## src/rtl/min_reduce_pkg.sv

```systemverilog
// rtl/min_reduce_pkg.sv - shared state encoding and default widths for min_reduce_uint16
package min_reduce_pkg;

  localparam int DEF_WIDTH     = 16;
  localparam int DEF_CNT_WIDTH = 16;

  typedef enum logic [1:0] {
    S_FIRST = 2'd0,
    S_ACC   = 2'd1,
    S_OUT   = 2'd2
  } state_t;

endpackage

```

## src/rtl/gt_uint_nbit.sv

```systemverilog
// rtl/gt_uint_nbit.sv - unsigned greater-than comparator, N bits wide
module gt_uint_nbit #(
  parameter int N = 16
) (
  input  logic [N-1:0] a_i,
  input  logic [N-1:0] b_i,
  output logic         gt_o
);

  assign gt_o = (a_i > b_i);

endmodule

```

## src/rtl/min_uint16.sv

```systemverilog
// rtl/min_uint16.sv - unsigned minimum of two words; ties resolve to operand A
module min_uint16 #(
  parameter int WIDTH = 16
) (
  input  logic [WIDTH-1:0] a_i,
  input  logic [WIDTH-1:0] b_i,
  output logic [WIDTH-1:0] min_o,
  output logic             b_lt_a_o
);

  logic a_gt_b;

  gt_uint_nbit #(.N(WIDTH)) u_gt (
    .a_i  (a_i),
    .b_i  (b_i),
    .gt_o (a_gt_b)
  );

  assign min_o    = a_gt_b ? b_i : a_i;
  assign b_lt_a_o = a_gt_b;

endmodule

```

## src/rtl/min_reduce_uint16.sv

```systemverilog
// rtl/min_reduce_uint16.sv - frame min-reduction: min value, first index and saturating beat count
module min_reduce_uint16
  import min_reduce_pkg::*;
#(
  parameter int WIDTH     = DEF_WIDTH,
  parameter int CNT_WIDTH = DEF_CNT_WIDTH
) (
  input  logic                 clk,
  input  logic                 rst_n,
  input  logic                 in_valid,
  output logic                 in_ready,
  input  logic [WIDTH-1:0]     in_data,
  input  logic                 in_last,
  output logic                 out_valid,
  input  logic                 out_ready,
  output logic [WIDTH-1:0]     out_min,
  output logic [CNT_WIDTH-1:0] out_index,
  output logic [CNT_WIDTH-1:0] out_count,
  output logic                 out_overflow
);

  state_t               state_q;
  logic [WIDTH-1:0]     acc_q;
  logic [CNT_WIDTH-1:0] idx_q;
  logic [CNT_WIDTH-1:0] cnt_q;
  logic                 ovf_q;

  logic [WIDTH-1:0]     min_val;
  logic                 new_min;
  logic                 beat;
  logic                 cnt_sat;

  assign in_ready  = (state_q != S_OUT);
  assign out_valid = (state_q == S_OUT);
  assign beat      = in_valid && in_ready;
  assign cnt_sat   = &cnt_q;

  min_uint16 #(.WIDTH(WIDTH)) u_min (
    .a_i      (acc_q),
    .b_i      (in_data),
    .min_o    (min_val),
    .b_lt_a_o (new_min)
  );

  always_ff @(posedge clk or negedge rst_n) begin
    if (!rst_n) begin
      state_q <= S_FIRST;
      acc_q   <= '0;
      idx_q   <= '0;
      cnt_q   <= '0;
      ovf_q   <= 1'b0;
    end else begin
      case (state_q)
        S_FIRST: begin
          if (beat) begin
            acc_q   <= in_data;
            idx_q   <= '0;
            cnt_q   <= CNT_WIDTH'(1);
            ovf_q   <= 1'b0;
            state_q <= in_last ? S_OUT : S_ACC;
          end
        end
        S_ACC: begin
          if (beat) begin
            // Strict less-than keeps the earliest index on ties.
            if (new_min) begin
              acc_q <= min_val;
              idx_q <= cnt_q;
            end
            if (cnt_sat) begin
              ovf_q <= 1'b1;
            end else begin
              cnt_q <= cnt_q + CNT_WIDTH'(1);
            end
            if (in_last) begin
              state_q <= S_OUT;
            end
          end
        end
        S_OUT: begin
          if (out_ready) begin
            state_q <= S_FIRST;
          end
        end
        default: state_q <= S_FIRST;
      endcase
    end
  end

  assign out_min      = acc_q;
  assign out_index    = idx_q;
  assign out_count    = cnt_q;
  assign out_overflow = ovf_q;

endmodule

```

## config.mk

```make
export PLATFORM = sky130hd
export DESIGN_NAME = min_reduce_uint16
export DESIGN_NICKNAME = d
export VERILOG_FILES = /design/src/rtl/min_reduce_pkg.sv /design/src/rtl/gt_uint_nbit.sv /design/src/rtl/min_uint16.sv /design/src/rtl/min_reduce_uint16.sv
export SDC_FILE = /design/constraint.sdc
export NUM_CORES = 1
export LEC_CHECK = 0
export ABC_AREA = 1
export CAP_MARGIN = 30
export CORE_MARGIN = 1.5
export CORE_UTILIZATION = 47
export CTS_BUF_LIST = sky130_fd_sc_hd__clkbuf_4
export DETAILED_ROUTE_END_ITERATION = 8
export GPL_TIMING_DRIVEN = 0
export PLACE_DENSITY = 0.79
export SYNTH_ARGS = -nofsm -noshare
export SYNTH_HDL_FRONTEND = slang
export SYNTH_SLANG_ARGS = --single-unit
export TNS_END_PERCENT = 50
```

## constraint.sdc

```tcl
create_clock -name clk -period 1.7 [get_ports clk]
set_input_delay 0.17 -clock clk [delete_from_list [all_inputs] [get_ports clk]]
set_output_delay 0.17 -clock clk [all_outputs]
set_load 0.02 [all_outputs]
```

After elaboration in Yosys (flattened, before gate mapping)

Index checks and enable logic that the tools add are counted.
Widths: inputs -> output; s select.

Flip-flop bits (word level): 51
Input port bits: 21
Output and inout bits: 51
Word-level logic and storage cells: 47

Add/subtract/negate cells: 1
Order comparisons: 1
Equality and inequality tests: 10
Muxes and demuxes: 22
Reduce and logical (&&, ||, !) cells: 8

Operator list:

| cell                  | number |
|---|---|
| $mux 16               | 9 |
| $pmux 16 s2           | 3 |
| $add 16x1->16 const B | 1 |
| $gt 16x16->1          | 1 |
| $reduce_and 16->1     | 1 |
| $reduce_and 4->1      | 4 |
| $ne 2x2->1 const B    | 7 |
| $mux 2                | 5 |
| $pmux 2 s3            | 1 |
| $mux 1                | 3 |
| $eq 2x1->1 const B    | 1 |
| $eq 2x2->1 const B    | 1 |
| $logic_not 2->1       | 1 |
| $ne 2x1->1 const B    | 1 |
| $pmux 1 s2            | 1 |
| $reduce_bool 2->1     | 1 |
| $logic_and 1x1->1     | 1 |

Logic depth before layout (Yosys ltp)

Depth in word-level cells: 4
Mapped depth: 17
Mapped depth without buffers: 16

Modules after synthesis

A second synthesis with hierarchy kept.

Cells, all modules: 463
Area total of the unflattened synthesis: 3,310.7 um2

Modules (own cells, without submodules):

| module            | instances | cells an instance | area an instance (um2) | seq. area each (um2) |
|---|---|---|---|---|
| min_reduce_uint16 | 1         | 339               | 2,630.0                | 1,276.2 |
| gt_uint_nbit      | 1         | 72                | 436.7                  | 0.0 |
| min_uint16        | 1         | 52                | 244.0                  | 0.0 |

Worst setup path after synthesis

Ideal clock, no wire load.

Path type: register to register
From: reg cnt_q[0] (netlist: out_count[0])
To: reg cnt_q[5] (netlist: out_count[5])
Library setup time: 122 ps
Arrival time: 1,784 ps
Data required time: 1,578 ps
Setup slack: -206 ps
Cell stages (with the launch flop): 10
Path buffers: 1
Period minus slack after synthesis: 1,906 ps
Path through: dfrtp_1 -> ha_1 -> nand3_2 -> nor2_4 -> nand4_2 -> o21ai_4 -> inv_4 -> buf_6 -> nand4_2 -> o21ai_2

Word-level cells in the longest chain between the ends: 4
Elaborated cells on any way between the ends: 7
Classes of those cells: 1 x add/sub; 1 x eq/ne; 3 x mux; 2 x reduce/logical

Ends and longest elaborated chain:

| item                   | line                    | text |
|---|---|---|
| from (decl)            | min_reduce_uint16.sv:25 | `logic [CNT_WIDTH-1:0] cnt_q;` |
| from (signal assigned) | min_reduce_uint16.sv:73 | `cnt_q <= cnt_q + CNT_WIDTH'(1);` |
| $add 16x1->16          | min_reduce_uint16.sv:73 |  |
| $mux 16                | min_reduce_uint16.sv:70 | `if (cnt_sat) begin` |
| $mux 16                | min_reduce_uint16.sv:64 | `if (beat) begin` |
| $pmux 16 s2            | min_reduce_uint16.sv:53 | `case (state_q)` |

Several ways; a longest one is shown, not always the timed one. The select of a mux whose other input is x is not followed.
A chain may end at the register's enable or synchronous reset.

Worst setup path after layout

From: reg acc_q[15] (netlist: out_min[15])
To: reg acc_q[4] (netlist: out_min[4])

Word-level cells in the longest chain between the ends: 3

Ends and longest elaborated chain:

| item                       | line                    | text |
|---|---|---|
| from (decl)                | min_reduce_uint16.sv:23 | `logic [WIDTH-1:0] acc_q;` |
| from (signal assigned)     | min_reduce_uint16.sv:56 | `acc_q <= in_data;` |
| from (signal assigned)     | min_reduce_uint16.sv:67 | `acc_q <= min_val;` |
| $gt 16x16->1               | gt_uint_nbit.sv:10      | `assign gt_o = (a_i > b_i);` |
| $ne 2x2->1 (no line)       | -                       |  |
| $reduce_and 4->1 (no line) | -                       |  |

Every way passes these cells.

==> out/qor.yml <==
placed_design:
  dpl-instance-area_um2: 3910
  place_ws_ns: -0.523
  place_hpwl_mm: 5.74
  place.gp.congestion: 0.954
  place.port_buffers: 71
  place_inst: 523
grt:
  antenna_found_initial: 0
  first_global_vias: 2859
  grt_max_degree: 35
  grt_usage_pct: 24.0
  grt-ovfl-total: 0
  grt_pass1_wl_mm: 13.6
routing:
  top_layer_used: "met4"
  routed_via_density: 5.30
  ant_nets: 0
  firstDrtPassIters: 4
  wl_per_cell_um: 15.4
  wl_met3_um: 463
  wl_met2_mm: 4.25
  drc_errors: 0
  drt_iter0_markers: 153
  vias: 2917
  wl_mm: 8.45
  wl_met1_mm: 3.61
timing:
  rsz0062_at_grt: "true"
  setup_slack_ns: -0.182
  period_minus_slack_ns: 1.88
  slew_headroom_pct: 67.1
  setup_violations: 32
  fmax_mhz: 531
  clock_skew_ns: 0.0228
  min_period_over_period_pct: 111
  worstMarginPinSlew_ns: 0.493
  hold_viol_final: 0
  slew_viol_final: 0
power_and_ir_drop:
  power_density_nw_per_um2: 1000
  leakagePower_nw: 2.14
  ir_drop_mv: 0.761
worst_setup_path:
  cp.arrival_ns: 2.16
  worstPathRequired_ns: 1.97
  crit_path_end_kind: "flop"
  worstSetupPathType: "flop to flop"
  cp_max_fo: 10
  startpoint_type: "flop"
logic_synthesis:
  synth_top_family_by_area: "simple AND/OR/NAND/NOR gates"
  synthesis.area_um2: 3000
  syn_inst: 376
  yosys.area_share.adder_pct: 7.08
  ys_warn_count: 0
  synth_top_area_share_pct: 42.5
  synth_compound_area_share_pct: 6.91
  synthesis.nets: 414
  synth.largest_area_cell: "dfrtp_1"
  async_reset_ff_share_pct: 100
  synth_top_flop_cell: "dfrtp_1"
  ys_seq_elements: 51
  ys_top_cells_by_area: "dfrtp_1 (42%), nand2_1 (13%), nand3_1 (7.5%)"
  seq_area_frac_synth_pct: 42.5
  yosys.area_share.simple_pct: 32.5
  synth_xor_xnor_area_share_pct: 2.62
  synth_cell_types: 29
  muxShareOfSynthArea_pct: 0
  postSynthAreaPerCell_um2: 7.99
  synth_edf_count: 0
finish:
  diodes: 0
  nNetsFinal: 512
  regArea_um2: 1290
  fin_area_um2: 4360
  area_growth_pct: 45.2
  final_cells: 550
  drive_above_1_share_pct: 27.2
  fill_cells: 478
  multi_input_area_um2: 1720
die:
  die_w_um: 83.0
  core_area_um2: 6060
  io_pins: 72
  die-area_um2: 6880
  rows: 28
  initial_core_util_pct: 49.6
  die_h_um: 83.0
clock_network:
  cts_tree: "yes"
  clk_path_buf_depth: 2
  cts.sink_count: 51
  cts_buffers: 5
  cts_htree_levels: 2
  clock_latency_ns: 0.37
  clk_pin_slew_ns: 0.16
  cts-root-buf: "clkbuf_4"
outcome:
  violations: "negative setup slack"
  status: "finished with violations"
hold_path:
  hold_class: "input pin to async pin"
job:
  maxCapViolations: 0
==> per-stage QoR <==
step	hold slack, ns	setup TNS, ns	power, mW	utilization, %
3_3_place_gp	0.453	-73.91	3.27	64.2
2_1_floorplan	-0.126	-1.42	2.62	-
6_report	0.248	-4.24	4.36	72.0
5_1_grt	0.269	-8.45	4.65	72.0
3_5_place_dp	0.138	-17.79	3.33	64.5
4_1_cts	0.254	-2.63	4.08	68.3
==> layout make-up <==
cell class / count / area share [%]
timing repair buffer: 91 / 20.8
clock inverter: 3 / 0.344
multi-input combinational: 266 / 39.4
inverter: 45 / 3.99
sequential: 51 / 29.5
tap: 75 / 2.15
buffer: 14 / 2.90
clock buffer: 5 / 0.860
==> worst max-delay path, cell delays in order (launching register included) <==
cell,delay (ns)
dfrtp_2,0.44
ha_1,0.32
a21oi_1,0.15
o21ai_0,0.11
a21oi_1,0.13
nand2_1,0.08
nand2_2,0.08
nand2_4,0.09
buf_6,0.17
nand3_1,0.11
nand2_1,0.10
==> synth_stat cells, types with 2 or more instances <==
cell        n
nand2_1   107
dfrtp_1    51
nand3_1    45
inv_1      40
nor2_1     28
ha_1       17
o21ai_2    12
xor2_1      9
nor3_1      8
a21oi_1     6
buf_2       6
nand4_1     6
clkbuf_1    5
nand2_2     5
nand3_2     4
o21ai_0     4
inv_2       3
nand4_2     3
o31ai_1     3
buf_6       2
inv_4       2
nor2_2      2
nor2_4      2
==> flip-flops by register name, summed over array words and instances (netlist names) <==
register,count
out_count,16
out_index,16
out_min,16
state_q,2
out_overflow,1
==> where the power goes <==
part / switching, mW / total (mW) / internal (mW)
registers: 0.196 / 1.61 / 1.42
logic: 1.18 / 2.21 / 1.03
clock network: 0.388 / 0.541 / 0.153
==> cells in the final DEF, fill, tap and decap left out, drive strengths merged <==
cell type	count
nand2	112
nand4	9
o31ai	3
clkinvlp	1
a21oi	6
o21ai	17
buf	31
nand3	49
dlygate4sd3	1
ha	17
inv	45
nor3	9
dlymetal6s2s	8
clkdlybuf4s50	57
dfrtp	51
a21o	1
clkbuf	9
o22ai	1
nor2	32
dlygate4sd2	4
xor2	9
nor4	1
clkinv	2
==> path summary, 6_finish.rpt <==
kind | slack [ns] | start | to | depth (start not counted)
max | -0.18 | out_min[15] | out_min[4] | 10
min | 0.25 | rst_n | out_min[0] | 2
max reg2reg | -0.18 | out_min[15] | out_min[4] | 10
min reg2reg | 0.50 | out_index[0] | out_index[0] | 2
max in group asynchronous | 0.89 | rst_n | out_min[8] | 3
min in group clk | 0.37 | out_ready | state_q[1] | 2
==> logic make-up (layout without fill, tap and decap cells) <==
logic type	Yosys count	in the layout
XOR/XNOR	9	9
buffers and inverters	59	158
AND/OR/NAND/NOR	212	212
flip-flops	51	51
AO/OA/AOI/OAI	28	28
adder cells (fa/ha/maj)	17	17
==> repair_timing <==
action / CTS / global route
gates cloned: 2 / 1
pin swaps: 2 / 9
resized for setup: 34 / 43
endpoints found under the hold margin: 17 / 0
buffers inserted: 8 / 7
setup endpoints to repair: 49 / 56
hold buffers: 1 / 0
==> layer usage <==
layer | up-vias | track usage (%)
li1 | 1408 | -
met1 | 1391 | 32.4
met2 | 106 | 40.1
met3 | 12 | 3.88
met4 | 0 | 6.82
met5 | - | 0
Power figures use the tool's default switching activity.
